**config.mk**
```make
export PLATFORM = sky130hd
export DESIGN_NAME = parity_sched
export DESIGN_NICKNAME = d
export VERILOG_FILES = /design/src/rtl/parity_pkg.sv /design/src/rtl/rr_arb2.sv /design/src/rtl/parity_sched.sv
export SDC_FILE = /design/constraint.sdc
export NUM_CORES = 1
export LEC_CHECK = 0
export ABC_AREA = 1
export BUFFER_PORTS_ARGS = -buffer_cell sky130_fd_sc_hd__buf_2
export CELL_PAD_IN_SITES_DETAIL_PLACEMENT = 0
export CELL_PAD_IN_SITES_GLOBAL_PLACEMENT = 1
export CORE_ASPECT_RATIO = 1.1
export CORE_MARGIN = 2
export CORE_UTILIZATION = 42
export CTS_CLUSTER_DIAMETER = 40
export DETAILED_ROUTE_END_ITERATION = 8
export GPL_ROUTABILITY_DRIVEN = 0
export PLACE_DENSITY_LB_ADDON = 0.1
export SLEW_MARGIN = 15
export SYNTH_ARGS = -nofsm -noshare
export SYNTH_HDL_FRONTEND = slang
export SYNTH_SLANG_ARGS = --single-unit
```
**constraint.sdc**
```tcl
create_clock -name clk -period 5.45 [get_ports clk]
set_clock_uncertainty 0.05 [all_clocks]
set_input_delay 0.8175 -clock clk [delete_from_list [all_inputs] [get_ports clk]]
set_output_delay 0.8175 -clock clk [all_outputs]
set_load 0.02 [all_outputs]
```
**src/rtl/parity_pkg.sv**
```systemverilog
// parity_pkg: shared state encoding and requester ids for parity_sched.
package parity_pkg;
    typedef enum logic [1:0] {IDLE, CLASSIFY, OUTPUT} state_t;
    localparam logic REQ0 = 1'b0;
    localparam logic REQ1 = 1'b1;
endpackage

```
**src/rtl/rr_arb2.sv**
```systemverilog
// rr_arb2: two-way round-robin grant.
// Ports: i_valid - request valids (bit n = requester n)
//        i_last  - id served last
//        o_gnt   - some requester is granted
//        o_gnt_id - granted requester id
module rr_arb2
    import parity_pkg::*;
(
    input  logic [1:0] i_valid,
    input  logic       i_last,
    output logic       o_gnt,
    output logic       o_gnt_id
);
    always_comb begin
        o_gnt    = |i_valid;
        // On contention the requester not served last wins; a lone valid always wins.
        o_gnt_id = (&i_valid) ? ~i_last : (i_valid[1] ? REQ1 : REQ0);
    end
endmodule

```
**src/rtl/parity_sched.sv**
```systemverilog
// parity_sched: arbitrates two number requesters, classifies even/odd and counts per requester.
// Ports: clk, rst_n          - clock, synchronous active-low reset
//        reqX_valid/num/ready - requester X offer, 4-bit number, accept strobe
//        res_valid/ready      - result handshake
//        res_id/num/even      - result payload
//        cnt_clr              - synchronous clear of all counters
//        even_cntX/odd_cntX   - saturating per-requester counts
module parity_sched
    import parity_pkg::*;
#(
    parameter int CNT_W = 8
) (
    input  logic             clk,
    input  logic             rst_n,
    input  logic             req0_valid,
    input  logic [3:0]       req0_num,
    output logic             req0_ready,
    input  logic             req1_valid,
    input  logic [3:0]       req1_num,
    output logic             req1_ready,
    output logic             res_valid,
    input  logic             res_ready,
    output logic             res_id,
    output logic [3:0]       res_num,
    output logic             res_even,
    input  logic             cnt_clr,
    output logic [CNT_W-1:0] even_cnt0,
    output logic [CNT_W-1:0] odd_cnt0,
    output logic [CNT_W-1:0] even_cnt1,
    output logic [CNT_W-1:0] odd_cnt1
);
    state_t           r_state;
    logic             r_last;
    logic             r_id;
    logic [3:0]       r_num;
    logic             r_even;
    logic             r_res_valid;
    logic [CNT_W-1:0] r_cnt [4];
    logic             w_gnt;
    logic             w_gnt_id;
    logic             w_acc;
    logic [1:0]       w_idx;

    rr_arb2 u_arb (
        .i_valid  ({req1_valid, req0_valid}),
        .i_last   (r_last),
        .o_gnt    (w_gnt),
        .o_gnt_id (w_gnt_id)
    );

    // rst_n gates the readys so nothing is acknowledged while reset is held.
    assign w_acc      = rst_n && (r_state == IDLE) && w_gnt;
    assign req0_ready = w_acc && (w_gnt_id == REQ0);
    assign req1_ready = w_acc && (w_gnt_id == REQ1);
    // Counter slot: {id, odd} -> 0 even0, 1 odd0, 2 even1, 3 odd1.
    assign w_idx      = {r_id, r_num[0]};

    always_ff @(posedge clk) begin
        if (!rst_n) begin
            r_state     <= IDLE;
            r_last      <= REQ1;
            r_id        <= REQ0;
            r_num       <= '0;
            r_even      <= 1'b0;
            r_res_valid <= 1'b0;
        end else begin
            case (r_state)
                IDLE: if (w_gnt) begin
                    r_id    <= w_gnt_id;
                    r_num   <= w_gnt_id ? req1_num : req0_num;
                    r_last  <= w_gnt_id;
                    r_state <= CLASSIFY;
                end
                CLASSIFY: begin
                    r_even      <= ~r_num[0];
                    r_res_valid <= 1'b1;
                    r_state     <= OUTPUT;
                end
                OUTPUT: if (res_ready) begin
                    r_res_valid <= 1'b0;
                    r_state     <= IDLE;
                end
                default: r_state <= IDLE;
            endcase
        end
    end

    always_ff @(posedge clk) begin
        if (!rst_n || cnt_clr) begin
            for (int k = 0; k < 4; k++) r_cnt[k] <= '0;
        end else if (r_state == CLASSIFY && r_cnt[w_idx] != '1) begin
            r_cnt[w_idx] <= r_cnt[w_idx] + 1'b1;
        end
    end

    assign res_valid = r_res_valid;
    assign res_id    = r_id;
    assign res_num   = r_num;
    assign res_even  = r_even;
    assign even_cnt0 = r_cnt[0];
    assign odd_cnt0  = r_cnt[1];
    assign even_cnt1 = r_cnt[2];
    assign odd_cnt1  = r_cnt[3];
endmodule

```
==> run_results.csv, run 1 <==
group,metric,value,unit
sta,final.setup.tns,0,ps
sta,setup_ws,2070,ps
route,drtIter0Drc,94,
route,vias,1929,
synth,synth_most_common_cell,"nand2_1",
floorplanning,die-area,6010,um2
sta,final_max_slew_viol_count,0,
route,wl_per_cell,13.9,um
floorplanning,die_w,74.1,um
cts,clk_latency,300,ps
global_route,grt.total_usage,20.0,%
placement,io_buffers,54,
global_route,grt_max_degree,21,
floorplanning,rows,28,
synth,ys_warn_count,0,
power_and_ir_drop,powerDensity,290,nW/um2
global_route,antenna_found_initial,0,
global_route,grt_pass1_vias,1766,
setup_path,rr_worst_depth,12,
power_and_ir_drop,p_leak,0.00133,uW
synth,synth.largest_area_cell,"edfxtp_1",
cts,cts-buffers-inserted,5,
synth,synthFlopType,"edfxtp_1",
cts,htree_levels,2,
setup_path,start_kind,"register",
route,routed_wl,5570,um
sta,fmaxAchievable,296,MHz
setup_path,path_class,"register to register",
synth,synth_common_cells,"95 x nand2_1, 38 x nor2_1, 32 x edfxtp_1",
placement,place_ws,2160,ps
cts,cts_setup_buffers,0,
sta,max_slew_margin,43.9,%
placement,dpl.cell_count,392,
sta,rsz0062_at_grt,"no",
floorplanning,initial_core_util,42.9,%
synth,syn-instance-count,267,
sta,finalHoldViolCount,0,
global_route,grt_first_pass_wirelength,8780,um
sta,setup_violations,0,
synth,ys_ff_latch,44,
sta,finalCriticalPeriod,3380,ps
synth,yosysSeqAreaShare,53.0,%
sta,period_share,61.9,%
route,drc,0,
floorplanning,die_h,81.1,um
route,dr.pass1.iters,5,
cts,cts_max_path_buffers,2,
synth,syn_nets,282,
worst_hold_path,hp-class,"register to register",
synth,synth.distinct_cells,28,
synth,netlist.area_leader.share,42.4,%
finish,n_antenna_cell,0,
finish,areaGrowthSynthToFinish,19.1,%
run,drv_cap,0,
finish,finalNonFillerCells,400,
finish,nNetsFinal,339,
cts,root_buffer,"clkbuf_8",
finish,fillerInstances,529,
cts,clock-sinks,44,
power_and_ir_drop,ir_drop,0.179,mV
cts,cts_resized,0,
finish,post-route-util,51.1,%
synth,syn-cell-area,2270,um2
setup_path,worst-endpoint-required,5410,ps
cts,cts_tree,"built",
worst_hold_path,hold_depth,2,
finish,drive_above_1_share,27.4,%
placement,dp_hpwl,4200,um
route,routed_via_density,4.82,
setup_path,worst-path-max-fanout,20,
floorplanning,io_pins,55,
route,ant_nets,0,
setup_path,cp.arrival,3330,ps
synth,synth-edff-count,32,
sta,tightest_slew,832,ps
floorplanning,core-area,5290,um2
cts,path_clk_slew,80,ps
synth,synth_area_leaders,"edfxtp_1 42%, nand2_1 16%, dfxtp_1 11%, nor2_1 6.3%, nand3_1 4.4%",
setup_path,crit_path_end_kind,"register",
outcome,status,"finished, final reports clean",
global_route,grt_overflow_total,0,
cts,hold_buffers,0,
synth,synthArstFlopShare,0,%
sta,hold_slack,434,ps
synth,avgSynthCellArea,8.50,um2
per-layer routing:
metal  track usage, %  up-vias  wire, um
li1                 -      966         -
met1             24.1      885      2370
met2             35.4       71      2850
met3             4.09        7       268
met4             6.36        0        87
met5                0        -         0
metrics by stage:
| step | instance area (um2) | total power (uW) |
|---|---|---|
| floorplan | 2270 | 505 |
| global placement | 2600 | 548 |
| detailed placement | 2600 | 547 |
| CTS | 2700 | 784 |
| global route | 2700 | 816 |
| finish | 2700 | 783 |
layout make-up:
cell class / count / area (um2) / area share [%]
clock buffers: 5 / 68.8 / 2.55
inverters: 27 / 101 / 3.75
flip-flops and latches: 44 / 1200 / 44.4
well taps: 75 / 93.8 / 3.47
clock inverters: 3 / 37.5 / 1.39
multi-input cells: 191 / 922 / 34.1
repair buffers: 55 / 278 / 10.3
cell usage in the layout (no fill, tap or decap), types with 5 or more instances in the layout:
cell type	synthesis	layout
nand2_1	95	95
dfxtp_1	12	12
inv_1	22	22
nand2_2	9	9
clkbuf_8	0	5
nand3_1	20	20
nor2_1	38	38
edfxtp_1	32	32
buf_2	2	54
o21ai_0	5	5
kinds of logic (layout without fill, tap and decap cells):
kind of cell | after synthesis | in the layout | synth area share [%]
AOI/OAI and AO/OA | 12 | 12 | 3.70
adders and majority gates | 1 | 1 | 0.551
buffers and inverters | 32 | 90 | 6.40
and+or+nand+nor | 177 | 177 | 36.0
DFF | 44 | 44 | 53.0
xor gates and xnor gates | 1 | 1 | 0.386
registers in the layout, summed over array words and instances, names as in the netlist, named ones only:
signal / cells
r_cnt: 32
res_num: 4
r_state: 2
r_last: 1
res_even: 1
res_id: 1
res_valid: 1
worst max-delay path, cell delays in order, from the launching register on:
cell     delay (ps)
dfxtp_1         860
inv_2           320
nand2_1         130
nand2_1          50
nand2_1          50
nand2_1          80
ha_1            210
nand3_1         150
nor2_1           90
nand3_2          80
nand2_4          70
o21ai_0         680
buf_4           270
where the power goes:
| part | internal (uW) | switching [uW] | leakage, uW | total (uW) |
|---|---|---|---|---|
| sequential | 379 | 20.7 | 0.000456 | 400 |
| clock | 134 | 110 | 0.0000532 | 244 |
| combinational | 42.0 | 96.8 | 0.000820 | 139 |
| total | 555 | 228 | 0.00133 | 783 |
worst paths after layout:
kind | start | end | slack [ps]
max | register | r_cnt[3][7]$_DFFE_PP_ | 2070
min | res_num[3]$_SDFFE_PN0P_ | res_num[3]$_SDFFE_PN0P_ | 430
max reg2reg | register | r_cnt[3][7]$_DFFE_PP_ | 2070
min reg2reg | res_num[3]$_SDFFE_PN0P_ | res_num[3]$_SDFFE_PN0P_ | 430
No activity file was read; power rests on OpenSTA's default activity.
==> run 2, diff against run 1 <==
--- a/config.mk
+++ b/config.mk
@@ -5,13 +5,13 @@
 export SDC_FILE = /design/constraint.sdc
 export NUM_CORES = 1
 export LEC_CHECK = 0
-export ABC_AREA = 1
+export ABC_AREA = 0
 export BUFFER_PORTS_ARGS = -buffer_cell sky130_fd_sc_hd__buf_2
 export CELL_PAD_IN_SITES_DETAIL_PLACEMENT = 0
 export CELL_PAD_IN_SITES_GLOBAL_PLACEMENT = 1
 export CORE_ASPECT_RATIO = 1.1
 export CORE_MARGIN = 2
-export CORE_UTILIZATION = 42
+export CORE_UTILIZATION = 37
 export CTS_CLUSTER_DIAMETER = 40
 export DETAILED_ROUTE_END_ITERATION = 8
 export GPL_ROUTABILITY_DRIVEN = 0
==> constraint.sdc (replaced) <==
create_clock -name clk -period 3.02 [get_ports clk]
set_clock_uncertainty 0.05 [all_clocks]
set_input_delay 0.453 -clock clk [delete_from_list [all_inputs] [get_ports clk]]
set_output_delay 0.453 -clock clk [all_outputs]
set_load 0.02 [all_outputs]
==> run 2 against run 1 <==
Core utilization is 4.9 points lower. Maximum frequency is 38% higher. Clock power is 52% higher. Via count is 21% lower. Sequential power is 79% higher. Cell area is 9.5% lower. Synthesized cell count is 43% lower. Die area is 0.10% higher. Cell count is 28% lower. Setup slack worse by 1500 ps. Combinational power is 57% higher. Highest routed layer unchanged.
==> run_results.csv, run 2 <==
group,metric,value,unit
setup_path,rr_endpoint,"r_cnt[0][1]$_SDFFCE_PN0P_",
floorplanning,die_h,81.1,um
sta,max_slew_margin,58.6,%
sta,finalCriticalPeriod,2450,ps
route,routed_via_density,5.28,
cts,cts-buffers-inserted,5,
cts,cts_max_path_buffers,2,
floorplanning,die-area,6010,um2
finish,nNetsFinal,227,
cts,clk_latency,300,ps
setup_path,rr_worst_depth,5,
finish,largest_reg_flops,32,
sta,tightest_slew,615,ps
synth,syn-cell-area,2000,um2
finish,fin_area,2440,um2
setup_path,start_kind,"register",
route,drc,0,
global_route,grt_first_pass_wirelength,7710,um
power_and_ir_drop,power,1310,uW
sta,finalHoldViolCount,0,
global_route,met1_usage,22.8,%
power_and_ir_drop,ir_drop,0.274,mV
cts,hold_buffers,0,
sta,fmaxAchievable,407,MHz
synth,synth.largest_area_cell,"edfxtp_1",
synth,syn-instance-count,153,
sta,setup_violations,0,
synth,synth-edff-count,32,
sta,rsz0062_at_grt,"no",
global_route,busiest_layer,"met2",
synth,synthArstFlopShare,0,%
sta,setup_ws,566,ps
setup_path,path_class,"register to register",
finish,regMostFlops,"r_cnt",
route,wl_per_cell,17.4,um
finish,areaGrowthSynthToFinish,22.2,%
cts,cts_tree,"built",
synth,ys_warn_count,0,
synth,yosysSeqAreaShare,60.0,%
floorplanning,initial_core_util,37.8,%
cts,cts_resized,0,
global_route,use_met2,29.1,%
worst_hold_path,hp-class,"input port to register",
route,vias,1522,
synth,synth_area_leaders,"edfxtp_1 48%, dfxtp_1 12%, mux4_2 6.8%, nor2_1 3.9%, a21oi_1 3.5%",
setup_path,crit_path_end_kind,"register",
cts,path_clk_slew,90,ps
power_and_ir_drop,powerDensity,534,nW/um2
run,drv_cap,0,
global_route,grt_use_met3,4.22,%
setup_path,worst-endpoint-required,2940,ps
setup_path,crit_end,"r_cnt[0][1]$_SDFFCE_PN0P_",
cts,root_buffer,"clkbuf_8",
synth,avgSynthCellArea,13.1,um2
cts,clock-sinks,44,
synth,synth_common_cells,"32 x edfxtp_1, 21 x nor2_1, 14 x a21oi_1",
finish,layout_common_cells,"54 x buf_2, 32 x edfxtp_1, 21 x nor2_1",
route,drtIter0Drc,156,
synth,synth.distinct_cells,40,
synth,ys_ff_latch,44,
global_route,grt.total_usage,17.6,%
power_and_ir_drop,p_leak,0.00103,uW
placement,place_ws,581,ps
finish,regArea,1200,um2
sta,final_max_slew_viol_count,0,
placement,dpl.cell_count,280,
synth,syn_nets,168,
setup_path,cp.arrival,2370,ps
global_route,grt_pass1_vias,1496,
finish,multiInputGateArea,738,um2
setup_path,worst-path-max-fanout,9,
global_route,grt_overflow_total,0,
placement,dp_hpwl,4010,um
finish,final_common_cell,"buf_2",
route,routed_wl,5010,um
placement,placed_area,2360,um2
floorplanning,die_w,74.1,um
finish,n_antenna_cell,0,
cts,htree_levels,2,
global_route,antenna_found_initial,0,
route,ant_nets,0,
finish,fillerInstances,516,
sta,period_share,81.3,%
synth,netlist.area_leader.share,48.0,%
synth,synth_most_common_cell,"edfxtp_1",
cts,cts_setup_buffers,0,
floorplanning,rows,28,
finish,drive_above_1_share,36.2,%
placement,io_buffers,54,
route,dr.pass1.iters,6,
setup_path,ff2ff_setup_slack,570,ps
global_route,grt_max_degree,16,
floorplanning,core-area,5290,um2
synth,synthFlopType,"edfxtp_1",
outcome,status,"finished, final reports clean",
floorplanning,io_pins,55,
finish,finalNonFillerCells,288,
sta,final.setup.tns,0,ps
## run 2: cell types whose count changed after synthesis, moves of 6 or more
cell	change
nand2_1	-86
nand3_1	-18
nor2_1	-17
a21oi_1	+12
inv_1	-12
nand2_2	-9
mux4_2	+6
## run 2: stage by stage
stage / utilization (%) / hold WS [ps]
floorplan: - / 389
global placement: 44.5 / 398
detailed placement: 44.5 / 404
CTS: 46.2 / 311
global route: 46.2 / 326
finish: 46.2 / 323
## run 2: metal layers
| metal | wire (um) | vias up |
|---|---|---|
| met5 | 0 | - |
| met2 | 2480 | 67 |
| met1 | 2190 | 746 |
| li1 | - | 703 |
| met4 | 38 | 0 |
| met3 | 295 | 6 |
## run 2: worst max-delay path, stage by stage, from the launching register on
cell and delay, ps:
dfxtp_1 430, mux4_1 650, ha_1 290, nand3_4 140, o211ai_2 220, nand2_1 340
## run 2: cells by family (layout without fill, tap and decap cells)
logic type                 Yosys count  in the layout  synth area share [%]
AOI/OAI and AO/OA                   32             32                  11.8
xor gates and xnor gates             3              3                  1.31
adders and majority gates            1              1                 0.625
buffers and inverters               14             74                  3.06
DFF                                 44             44                  60.0
muxes                                9              9                  9.88
and+or+nand+nor                     50             50                  13.3
## run 2: where the power goes
part | leakage [uW] | total, uW | switching (uW) | internal, uW
registers | 0.000456 | 717 | 32.0 | 685
clock network | 0.0000489 | 371 | 206 | 165
logic | 0.000529 | 218 | 141 | 76.6
total | 0.00103 | 1310 | 379 | 926
## run 2: how the worst min path moves through the flow
stage                            startpoint                       to  slack (ps)  cells past startpoint
finish                          req0_num[1]  res_num[1]$_SDFFE_PN0P_         320                      3
CTS                             req0_num[1]  res_num[1]$_SDFFE_PN0P_         310                      3
floorplan               r_last$_SDFFE_PN1P_      r_last$_SDFFE_PN1P_         390                      2
global placement        r_last$_SDFFE_PN1P_      r_last$_SDFFE_PN1P_         400                      2
global route                    req1_num[1]  res_num[1]$_SDFFE_PN0P_         330                      3
detailed placement  res_num[1]$_SDFFE_PN0P_  res_num[1]$_SDFFE_PN0P_         400                      2
## run 2: final cells by class
cell class                      instances  share of cell area, %
Inverter                               10                   1.54
Clock buffer                            5                   2.81
Timing Repair Buffer                   56                   11.7
Sequential cell                        44                   49.1
Tap cell                               75                   3.84
Multi-Input combinational cell         95                   30.2
Clock inverter                          3                  0.819
